[src/rtl/uart_rx_param_pkg.sv]
// Shared types and helpers for the parametrised UART receiver and its bit timer.
// The bit timer is intended to be reused by the matching transmitter.
package uart_rx_param_pkg;

  typedef enum logic [2:0] {
    S_IDLE      = 3'd0,
    S_START     = 3'd1,
    S_DATA      = 3'd2,
    S_PARITY    = 3'd3,
    S_STOP      = 3'd4,
    S_WAIT_IDLE = 3'd5
  } rx_state_t;

  localparam logic PARITY_MODE_EVEN = 1'b0;
  localparam logic PARITY_MODE_ODD  = 1'b1;

  // Counter width helper; never returns less than one bit.
  function automatic int clog2_min1(input int value);
    return (value <= 2) ? 1 : $clog2(value);
  endfunction

endpackage

[src/rtl/uart_rx_param_bit_timer.sv]
// Loadable bit-period down-counter: half-period load for start-bit centring,
// full-period load/auto-reload for every following bit, 1-cycle tick at zero.
module uart_rx_param_bit_timer
  import uart_rx_param_pkg::*;
#(
  parameter int CLKS_PER_BIT = 108
) (
  input  logic i_clk,
  input  logic i_rst,
  input  logic i_en,
  input  logic i_load_half,
  input  logic i_load_full,
  output logic o_tick
);

  localparam int CNT_W = clog2_min1(CLKS_PER_BIT);
  localparam logic [CNT_W-1:0] C_HALF = CNT_W'(CLKS_PER_BIT / 2);
  localparam logic [CNT_W-1:0] C_FULL = CNT_W'(CLKS_PER_BIT - 1);

  logic [CNT_W-1:0] r_cnt;

  assign o_tick = i_en && (r_cnt == '0);

  // Reloading the full period on every tick keeps successive samples one bit apart.
  always_ff @(posedge i_clk) begin
    if (i_rst) begin
      r_cnt <= '0;
    end else if (i_load_half) begin
      r_cnt <= C_HALF;
    end else if (i_load_full) begin
      r_cnt <= C_FULL;
    end else if (i_en) begin
      r_cnt <= (r_cnt == '0) ? C_FULL : r_cnt - 1'b1;
    end
  end

endmodule

[src/rtl/uart_rx_param.sv]
// Parametrised UART receiver: synchronised input, mid-bit sampling, optional parity,
// 1 or 2 stop bits, error pulses and a valid/ready output with overrun detection.
module uart_rx_param
  import uart_rx_param_pkg::*;
#(
  parameter int CLKS_PER_BIT = 108,
  parameter int DATA_BITS    = 8,
  parameter int PARITY_EN    = 0,
  parameter int PARITY_ODD   = 0,
  parameter int STOP_BITS    = 1
) (
  input  logic                 CLOCK_50,
  input  logic                 Reset,
  input  logic                 Serial_In,
  output logic [DATA_BITS-1:0] Data_Out,
  output logic                 Data_Valid,
  input  logic                 Data_Ready,
  output logic                 Busy,
  output logic                 Framing_Error,
  output logic                 Parity_Error,
  output logic                 Overrun_Error
);

  localparam int CNT_W = 4;
  localparam logic C_PAR_ODD = (PARITY_ODD != 0) ? PARITY_MODE_ODD : PARITY_MODE_EVEN;
  localparam logic [CNT_W-1:0] C_LAST_DATA = CNT_W'(DATA_BITS - 1);
  localparam logic [CNT_W-1:0] C_LAST_STOP = CNT_W'(STOP_BITS - 1);
  localparam rx_state_t C_AFTER_DATA = (PARITY_EN != 0) ? S_PARITY : S_STOP;

  logic                 r_sync1;
  logic                 r_sync2;
  logic                 r_rx_d;
  rx_state_t            r_state;
  logic [CNT_W-1:0]     r_bit_cnt;
  logic [DATA_BITS-1:0] r_shift;
  logic [DATA_BITS-1:0] r_data_out;
  logic                 r_par_err;
  logic                 r_frame_done;
  logic                 r_valid;
  logic                 r_fe;
  logic                 r_pe;
  logic                 r_ovr;

  logic w_fall;
  logic w_tick;
  logic w_en;
  logic w_load_half;
  logic w_load_full;

  // Synchroniser and edge history reset high so reset release never looks like a start edge.
  always_ff @(posedge CLOCK_50) begin
    if (Reset) begin
      r_sync1 <= 1'b1;
      r_sync2 <= 1'b1;
      r_rx_d  <= 1'b1;
    end else begin
      r_sync1 <= Serial_In;
      r_sync2 <= r_sync1;
      r_rx_d  <= r_sync2;
    end
  end

  assign w_fall      = r_rx_d & ~r_sync2;
  assign w_en        = (r_state == S_START) || (r_state == S_DATA) ||
                       (r_state == S_PARITY) || (r_state == S_STOP);
  assign w_load_half = (r_state == S_IDLE) && w_fall;
  assign w_load_full = (r_state == S_START) && w_tick && !r_sync2;

  uart_rx_param_bit_timer #(
    .CLKS_PER_BIT(CLKS_PER_BIT)
  ) u_bit_timer (
    .i_clk      (CLOCK_50),
    .i_rst      (Reset),
    .i_en       (w_en),
    .i_load_half(w_load_half),
    .i_load_full(w_load_full),
    .o_tick     (w_tick)
  );

  always_ff @(posedge CLOCK_50) begin
    if (Reset) begin
      r_state      <= S_IDLE;
      r_bit_cnt    <= '0;
      r_shift      <= '0;
      r_par_err    <= 1'b0;
      r_frame_done <= 1'b0;
      r_fe         <= 1'b0;
      r_pe         <= 1'b0;
    end else begin
      r_frame_done <= 1'b0;
      r_fe         <= 1'b0;
      r_pe         <= 1'b0;
      case (r_state)
        S_IDLE: begin
          if (w_fall) r_state <= S_START;
        end
        S_START: begin
          if (w_tick) begin
            if (r_sync2) begin
              r_state <= S_IDLE;
            end else begin
              r_bit_cnt <= '0;
              r_par_err <= 1'b0;
              r_state   <= S_DATA;
            end
          end
        end
        S_DATA: begin
          if (w_tick) begin
            r_shift <= {r_sync2, r_shift[DATA_BITS-1:1]};
            if (r_bit_cnt == C_LAST_DATA) begin
              r_bit_cnt <= '0;
              r_state   <= C_AFTER_DATA;
            end else begin
              r_bit_cnt <= r_bit_cnt + 1'b1;
            end
          end
        end
        S_PARITY: begin
          if (w_tick) begin
            r_par_err <= ((^r_shift) ^ r_sync2) != C_PAR_ODD;
            r_state   <= S_STOP;
          end
        end
        S_STOP: begin
          if (w_tick) begin
            if (!r_sync2) begin
              r_fe    <= 1'b1;
              r_state <= S_WAIT_IDLE;
            end else if (r_bit_cnt == C_LAST_STOP) begin
              // Leaving at mid-stop re-arms IDLE in time for a back-to-back start edge.
              r_pe         <= r_par_err;
              r_frame_done <= !r_par_err;
              r_state      <= S_IDLE;
            end else begin
              r_bit_cnt <= r_bit_cnt + 1'b1;
            end
          end
        end
        S_WAIT_IDLE: begin
          if (r_sync2) r_state <= S_IDLE;
        end
        default: r_state <= S_IDLE;
      endcase
    end
  end

  // Output holding register: an accept in the completion cycle frees the slot for the new word.
  always_ff @(posedge CLOCK_50) begin
    if (Reset) begin
      r_data_out <= '0;
      r_valid    <= 1'b0;
      r_ovr      <= 1'b0;
    end else begin
      r_ovr <= 1'b0;
      if (r_frame_done) begin
        if (!r_valid || Data_Ready) begin
          r_data_out <= r_shift;
          r_valid    <= 1'b1;
        end else begin
          r_ovr <= 1'b1;
        end
      end else if (r_valid && Data_Ready) begin
        r_valid <= 1'b0;
      end
    end
  end

  assign Data_Out      = r_data_out;
  assign Data_Valid    = r_valid;
  assign Busy          = (r_state != S_IDLE);
  assign Framing_Error = r_fe;
  assign Parity_Error  = r_pe;
  assign Overrun_Error = r_ovr;

endmodule
[config.mk]
export PLATFORM = sky130hd
export DESIGN_NAME = uart_rx_param
export DESIGN_NICKNAME = d
export VERILOG_FILES = /design/src/rtl/uart_rx_param_pkg.sv /design/src/rtl/uart_rx_param_bit_timer.sv /design/src/rtl/uart_rx_param.sv
export SDC_FILE = /design/constraint.sdc
export NUM_CORES = 1
export LEC_CHECK = 0
export CAP_MARGIN = 20
export CORE_MARGIN = 2
export CORE_UTILIZATION = 55
export CTS_BUF_LIST = sky130_fd_sc_hd__clkbuf_8 sky130_fd_sc_hd__clkbuf_16
export DETAILED_ROUTE_END_ITERATION = 8
export PLACE_DENSITY = 0.76
export SYNTH_ARGS = -nofsm -noshare
export SYNTH_HDL_FRONTEND = slang
export SYNTH_HIERARCHICAL = 1
export SYNTH_SLANG_ARGS = --single-unit
[constraint.sdc]
create_clock -name CLOCK_50 -period 6.1 [get_ports CLOCK_50]
set_clock_uncertainty 0.2 [all_clocks]
set_input_delay 1.22 -clock CLOCK_50 [delete_from_list [all_inputs] [get_ports CLOCK_50]]
set_output_delay 1.22 -clock CLOCK_50 [all_outputs]
set_load 0.03 [all_outputs]
== Yosys cells after proc, flatten, opt, wreduce, memory -nomap -nowiden ==
Index checks and enable logic that the tools add are counted.
Storage, ports and cells
  bits in registers: 39
  latch bits: 0
  bits in writable memories: 0
  ROM bits: 0
  output and inout bits: 13
  memories kept: 0
Operators by class
  $add $sub $neg: 2
  multipliers: 0
  div/mod/pow operators: 0
  $lt $le $gt $ge: 0
  eq/ne operators: 18
  shift operators: 0
  multiplexer cells: 32
  bitwise logic cells: 7
  reductions and logical operators: 32
Operators with widths (number)
  4-bit 2-to-1 mux: 7
  3-bit 2-to-1 mux: 9
  7-bit 2-to-1 mux: 3
  2-bit inequality test, second input constant: 9
  3-bit case mux with 6 select lines: 1
  4-bit case mux with 3 select lines: 1
  3-bit nonzero test: 3
  1-bit 2-to-1 mux: 8
  8-bit AND reduction: 1
  8-bit XOR reduction: 1
  7-bit logical NOT: 1
  7-bit AND reduction: 1
  7-bit by 1-bit subtractor with 7-bit output, second input constant: 1
  3-bit by 2-bit == test with 1-bit output, second input constant: 2
  3-bit == test, second input constant: 2
  6-bit 2-to-1 mux: 1
  2-bit AND reduction: 3
  2-bit nonzero test: 3
  1-bit logical AND: 5
  1-bit inverter: 5
  5-bit OR reduction: 1
  4-bit by 1-bit adder with 4-bit output, second input constant: 1
  4-bit by 3-bit == test with 1-bit output, second input constant: 1
  4-bit logical NOT: 1
  other kinds (13): 20

== Longest topological paths before layout ==
Gate-level depths: netlist of run 1.
  depth in word-level cells: 9
  depth in mapped cells: 9
  mapped depth without buffers: 9

== Cells and area by module ==
The synthesis of run 1 kept the hierarchy.
Modules (own cells, without submodules)
  uart_rx_param: instances 1, cells an instance 164, area each 1422.6 µm²
  uart_rx_param_bit_timer: instances 1, cells an instance 57, area each 488.0 µm²

== Worst setup path after synthesis of run 1 ==
Ideal clock, no wire load.
  path type: register to register
  from: register r_state[0]
  to: register u_bit_timer.r_cnt[6]
  arrival time: 2514 ps
  setup slack: 3327 ps
  stages on the path, launching flop included: 10
  path buffers: 1
  clock period less this slack: 2773 ps
  cells stage by stage: dfxtp_1 > clkbuf_1 > nor2_1 > xnor2_1 > and3_2 > nand2_1 > nor4_1 > nor3b_1 > a41o_1 > a31o_1
On the way
  longest elaborated chain between the ends: 8
  elaborated cells between the ends (all ways): 15
  classes of those cells: eq/ne (4); mux (1); reduce/logical (10)
Ends and longest elaborated chain
  start, declared: RTL line uart_rx_param.sv:33  | rx_state_t r_state;
  start signal, assigned: RTL line uart_rx_param.sv:82  | r_state <= S_IDLE;
  start signal, assigned: RTL line uart_rx_param.sv:95  | if (w_fall) r_state <= S_START;
  start signal, assigned: RTL line uart_rx_param.sv:100  | r_state <= S_IDLE;
  3-bit by 1-bit == test with 1-bit output or 3-bit by 2-bit == test with 1-bit output (tied branches): RTL line uart_rx_param.sv:64  | assign w_en = (r_state == S_START) || (r_state == S_DATA) ||
  1-bit logical OR (2 in a row): RTL line uart_rx_param.sv:64
  1-bit logical OR (*): RTL line uart_rx_param.sv:65  | (r_state == S_PARITY) || (r_state == S_STOP);
  net w_en: RTL line uart_rx_param.sv:46  | logic w_en;
  1-bit logical AND (*): RTL line uart_rx_param_bit_timer.sv:22  | assign o_tick = i_en && (r_cnt == '0);
  net w_tick: RTL line uart_rx_param.sv:45  | logic w_tick;
  1-bit logical AND (*) (2 in a row): RTL line uart_rx_param.sv:67  | assign w_load_full = (r_state == S_START) && w_tick && !r_sync2;
  net w_load_full: RTL line uart_rx_param.sv:48  | logic w_load_full;
  7-bit 2-to-1 mux or 2-bit nonzero test (tied branches)
  end signal, assigned: RTL line uart_rx_param_bit_timer.sv:33  | r_cnt <= (r_cnt == '0) ? C_FULL : r_cnt - 1'b1;
  end, declared: RTL line uart_rx_param_bit_timer.sv:20  | logic [CNT_W-1:0] r_cnt;
The timed path passes the listed nets; every way through them passes the cells marked *.
A chain may end at the register's enable or synchronous reset.

== Final worst setup path of run 1 ==
Same ends and word-level chain as after synthesis.

==> flow_summary.yaml, run 1 <==
outcome:
  status: "completed"
timing:
  report.final.slew_viol_count: 0
  setup_viol: 0
  period_minus_slack_ns: 3.43
  rsz0062_at_grt: "no"
  setup_tns_ns: 0
  fmax_mhz: 292
  worst_pin_slew_ns: 0.978
  final.setup.worst_slack_ns: 2.67
  hold_viol_final: 0
  period_share: 0.562
  relSlewSlack: 0.343
setup_path:
  path_max_fanout: 14
  cp_slowest_stage_delay_ns: 0.81
  path_class: "flop to flop"
  crit_arrival_ns: 3.46
  critical-path-slowest-cell: "xnor2_1"
  startpoint: "r_state[0]"
  critPathRequiredTime_ns: 6.14
  timing.rr.start: "r_state[0]"
  cp-end-kind: "flop"
  cp-start-kind: "flop"
  crit_chain: "nor2_1 -> xnor2_1 -> and3_2 -> nand2_1 -> nor4_1 -> buf_4 -> nor3b_1 -> a41o_1 -> a31o_1"
power:
  p_leak_nw: 0.838
  peakVddDrop_mv: 0.181
  p_sw_uw: 129
  sw_frac_of_total: 0.225
  pwr-share-clk: 0.441
  seqPwrFrac: 0.470
  p_int_uw: 444
  finalPower_uw: 572
  powerDensity_mw_per_mm2: 257
  p_comb_frac: 0.089
synth:
  synth_top_family_by_area: "simple AND/OR/NAND/NOR gates"
  yosysSeqAreaShare: 0.409
  synth_area_mm2: 0.00191
  async_flop_share: 0
  synthAdderAreaFrac: 0.0262
  syn-num-nets: 229
  synth-seq-cells: 39
  yosysWarnings: 6
  synth-edff-count: 0
  synthMuxAreaShare: 0.0419
  synthFlopType: "dfxtp_1"
  synth_compound_area_frac: 0.174
  syn_avg_cell_area_um2: 8.65
  yosys.area_share.xor_xnor: 0.0504
  syn_inst: 221
  ys_types: 48
  synthSimpleGateAreaFrac: 0.255
routing:
  drt-total-wl_um: 3930
  route.met3.wl_um: 131
  first_pass_iters: 4
  drt_iter0_drc: 132
  dr_wl_met2_um: 1970
  met1_length_um: 1800
  dr.max_layer_used: "met4"
  wl_per_cell_um: 13.9
  ant_nets: 0
  post_drt_via_cell_ratio: 5.54
  dr_total_vias: 1567
  drc: 0
floorplanning:
  io_pins: 17
  die_area_mm2: 0.00396
  row_count: 21
  core_mm2: 0.00334
  start_util: 0.573
  chipHeight_um: 62.9
  die_w_um: 62.9
clock_network:
  cts.hold.buffers_added: 0
  clk_pin_slew_ns: 0.07
  clkSinkCount: 39
  numCtsBuffers: 5
  clk_latency_ns: 0.29
  cts_setup_buffers: 0
  cts_root_buf: "clkbuf_8"
  postCtsResizedCells: 0
  cts_tree: "yes"
  htree_levels: 2
  clock_path_buffers: 2
flow_run:
  cap_violations: 0
global_routing:
  track_usage: 0.216
  grt_pass1_vias: 1547
  grt_pass1_wl_um: 6870
  grt_max_degree: 41
  grt_overflow: 0
  antenna_found_initial: 0
layout:
  layout-drive-gt1-share: 0.0928
  postLayoutCoreUtil: 0.668
  synthToLayoutAreaGrowth_pct: 16.6
  fin_nets: 244
  fillers: 283
  diodes: 0
  final_cells: 283
placed_design:
  dp_hpwl_um: 2590
  dp_slack_ns: 2.89
  io_buffers: 16
  placed_cells: 275
  routabilityCongestion: 0.832
worst_hold_path:
  hp-start: "r_par_err"
  hold_class: "flop to flop"
[flip-flops by register name, summed over array words and instances, names as in the netlist]
name / count
Data_Out: 8
r_shift: 8
u_bit_timer/r_cnt: 7
r_bit_cnt: 4
r_state: 3
Data_Valid: 1
Framing_Error: 1
Overrun_Error: 1
Parity_Error: 1
r_frame_done: 1
r_par_err: 1
r_rx_d: 1
r_sync1: 1
r_sync2: 1
[layer usage]
| layer | vias up | global-route usage |
|---|---|---|
| met5 | - | 0 |
| met4 | 0 | 0.0778 |
| met3 | 5 | 0.0486 |
| met2 | 30 | 0.374 |
| li1 | 807 | - |
| met1 | 725 | 0.261 |
[Yosys cell counts, types with 3 or more instances]
library cell	n	area share
xor2_1	3	0.014
nand2_1	26	0.051
mux2i_1	8	0.042
nor2_1	24	0.047
nor3_1	6	0.016
ha_1	4	0.026
inv_1	10	0.020
nand2b_1	4	0.013
nand3_1	3	0.0079
o31ai_1	3	0.012
or4b_1	3	0.016
nor2b_1	3	0.0098
a21oi_1	22	0.058
xnor2_1	8	0.037
dfxtp_1	39	0.41
o21ai_0	3	0.0079
clkbuf_1	7	0.014
or2_2	5	0.016
[power by group through the flow]
stage / clock network [mW] / logic, mW / registers (mW)
floorplan: 0 / 0.0411 / 0.272
global placement: 0 / 0.0500 / 0.275
detailed placement: 0 / 0.0501 / 0.275
CTS: 0.256 / 0.0510 / 0.269
global route: 0.263 / 0.0568 / 0.270
finish: 0.252 / 0.0510 / 0.269
[layout by cell type (no fill, tap or decap), types with 4 or more instances in the layout]
cell type,count
or2_2,5
nor3_1,6
mux2i_1,8
clkdlybuf4s50_1,16
nand2b_1,4
nor2_1,24
dfxtp_1,39
a21oi_1,22
nand2_1,26
ha_1,4
clkbuf_8,5
inv_1,11
xnor2_1,8
[worst max-delay path: cells and delay by family (launching register included)]
family	cells	cell delay [ns]
compound gates	2	0.23
simple gates	5	1.34
flops	1	0.58
xor+xnor	1	0.81
buf+inv	1	0.23
[logic make-up (layout without fill, tap and decap cells)]
logic type | Yosys count | in the layout
muxes | 8 | 8
adders and majority gates | 4 | 4
xor gates and xnor gates | 11 | 11
and+or+nand+nor | 92 | 92
DFF | 39 | 39
buffers and inverters | 20 | 36
AOI/OAI and AO/OA | 47 | 47
[final timing paths]
check | endpoint | slack, ns | depth (start not counted)
max reg2reg | u_bit_timer/r_cnt[6] | 2.67 | 9
min | r_frame_done | 0.22 | 1
max | u_bit_timer/r_cnt[6] | 2.67 | 9
min reg2reg | r_frame_done | 0.22 | 1
[through the flow]
stage	instance area, µm²	hold slack [ns]
after global placement	2100	0.191
after global routing	2230	0.245
after detailed placement	2100	0.201
after floorplan	1910	0.189
final	2230	0.224
after CTS	2230	0.224
[layout make-up]
cell class	instances	area, µm²	area share
inverter	10	37.5	0.0168
sequential	39	781	0.350
clock inverter	3	63.8	0.0286
multi-input combinational	162	1040	0.469
timing repair buffer	18	175	0.0786
tap	46	57.6	0.0258
clock buffer	5	68.8	0.0309
(Power assumes the default switching activity.)
==> run 2, diff against run 1 <==
Settings changed: CORE_UTILIZATION 55 to 51, PLACE_DENSITY 0.76 to 0.74.
Clock period 6.1 ns to 3 ns, I/O delays scaled along.
==> run 2 against run 1 <==
Compared with the run above: register-to-register slack got worse by 2.3 ns; sequential share of layout area about the same; combinational power increased by 110%; sequential cell count unchanged; non-clock buffer count increased by 2; worst hold slack improved by 0.0035 ns; critical path type unchanged.
==> flow_summary.yaml, run 2 (synthesized netlist as in run 1, its figures left out) <==
routing:
  met1_length_um: 1730
  first_pass_iters: 4
  route.met3.wl_um: 139
  ant_nets: 0
  wl_per_cell_um: 12.5
  dr.max_layer_used: "met4"
  drt-total-wl_um: 3580
  drc: 0
  drt_iter0_drc: 92
  dr_total_vias: 1568
  post_drt_via_cell_ratio: 5.46
  dr_wl_met2_um: 1660
clock_network:
  clk_latency_ns: 0.29
  cts.hold.buffers_added: 0
  cts_tree: "yes"
  cts_setup_buffers: 0
  clk_pin_slew_ns: 0.08
  clkSinkCount: 39
  postCtsResizedCells: 0
  clock_path_buffers: 2
  htree_levels: 2
  numCtsBuffers: 5
  cts_root_buf: "clkbuf_8"
floorplanning:
  row_count: 22
  start_util: 0.526
  io_pins: 17
  die_area_mm2: 0.00425
  die_w_um: 65.2
  chipHeight_um: 65.2
  core_mm2: 0.00363
layout:
  diodes: 0
  final_cells: 287
  postLayoutCoreUtil: 0.613
  final_common_cell: "dfxtp_1"
  final_cell_mix: "39 x dfxtp_1, 26 x nand2_1, 24 x nor2_1"
  synthToLayoutAreaGrowth_pct: 16.5
  layout-drive-gt1-share: 0.105
  fin_nets: 246
global_routing:
  grt_overflow: 0
  grt_pass1_wl_um: 6110
  grt_pass1_vias: 1399
  antenna_found_initial: 0
  track_usage: 0.184
  grt_max_degree: 23
timing:
  period_minus_slack_ns: 2.60
  rsz0062_at_grt: "no"
  worst_pin_slew_ns: 0.549
  setup_viol: 0
  setup_tns_ns: 0
  hold_viol_final: 0
  relSlewSlack: 0.634
  fmax_mhz: 385
  final.setup.worst_slack_ns: 0.401
  period_share: 0.866
  report.final.slew_viol_count: 0
setup_path:
  reg2reg_depth: 9
  path_class: "flop to flop"
  critPathRequiredTime_ns: 3.04
  cp-end-kind: "flop"
  crit_arrival_ns: 2.64
  cp-start-kind: "flop"
  path_max_fanout: 14
power:
  p_comb_frac: 0.097
  peakVddDrop_mv: 0.719
  pwr-share-clk: 0.398
  sw_frac_of_total: 0.242
  seqPwrFrac: 0.505
  powerDensity_mw_per_mm2: 487
  p_leak_nw: 0.837
  p_int_uw: 822
  p_sw_uw: 263
placed_design:
  dp_slack_ns: 0.496
  io_buffers: 16
  dp_hpwl_um: 2500
  placed_cells: 279
  routabilityCongestion: 0.877
flow_run:
  cap_violations: 0
worst_hold_path:
  hold_class: "flop to flop"
  hold_depth: 1
outcome:
  status: "completed"
run 2: layout make-up:
type / count / area [µm²]
Clock buffer: 5 / 68.8
Clock inverter: 3 / 43.8
Timing Repair Buffer: 20 / 190
Sequential cell: 39 / 781
Multi-Input combinational cell: 162 / 1040
Inverter: 10 / 37.5
Tap cell: 48 / 60.1
Fill cell: 341 / 1410
run 2: path summary, 6_finish.rpt:
check	from	endpoint	slack [ns]
min reg2reg	r_sync1	r_sync2	0.23
max reg2reg	r_state[0]	u_bit_timer/r_cnt[6]	0.40
min	r_sync1	r_sync2	0.23
max	r_state[0]	u_bit_timer/r_cnt[6]	0.40
run 2: per-stage QoR:
stage / cell area, µm² / hold slack (ns) / total power, mW
2_1_floorplan: 1910 / 0.189 / 0.636
3_3_place_gp: 2110 / 0.191 / 0.663
3_5_place_dp: 2110 / 0.212 / 0.663
4_1_cts: 2230 / 0.230 / 1.10
5_1_grt: 2230 / 0.237 / 1.13
6_report: 2230 / 0.227 / 1.08
run 2: per-layer routing:
metal / GRT usage / vias to the layer above
li1: - / 810
met1: 0.228 / 722
met2: 0.302 / 31
met3: 0.0514 / 5
met4: 0.0677 / 0
met5: 0 / -
run 2: worst max-delay path: stages (launching register included):
cell	delay, ns
dfxtp_1	0.58
nor2_1	0.21
xnor2_1	0.21
and3_2	0.29
nand2_1	0.11
nor4_1	0.21
buf_4	0.21
nor3b_1	0.30
a41o_1	0.14
a31o_1	0.08
run 2: power by group through the flow:
stage,clock network [mW],registers [mW],logic (mW)
floorplan,0,0.553,0.0835
CTS,0.446,0.547,0.105
finish,0.432,0.547,0.106
global placement,0,0.559,0.104
global route,0.465,0.550,0.116
detailed placement,0,0.559,0.104
==> run 3, diff against run 2 <==
Settings changed: SKIP_LAST_GASP set to 1.
==> results of run 3 <==
No change in the layout: final DEF, timing and power equal those of run 2.
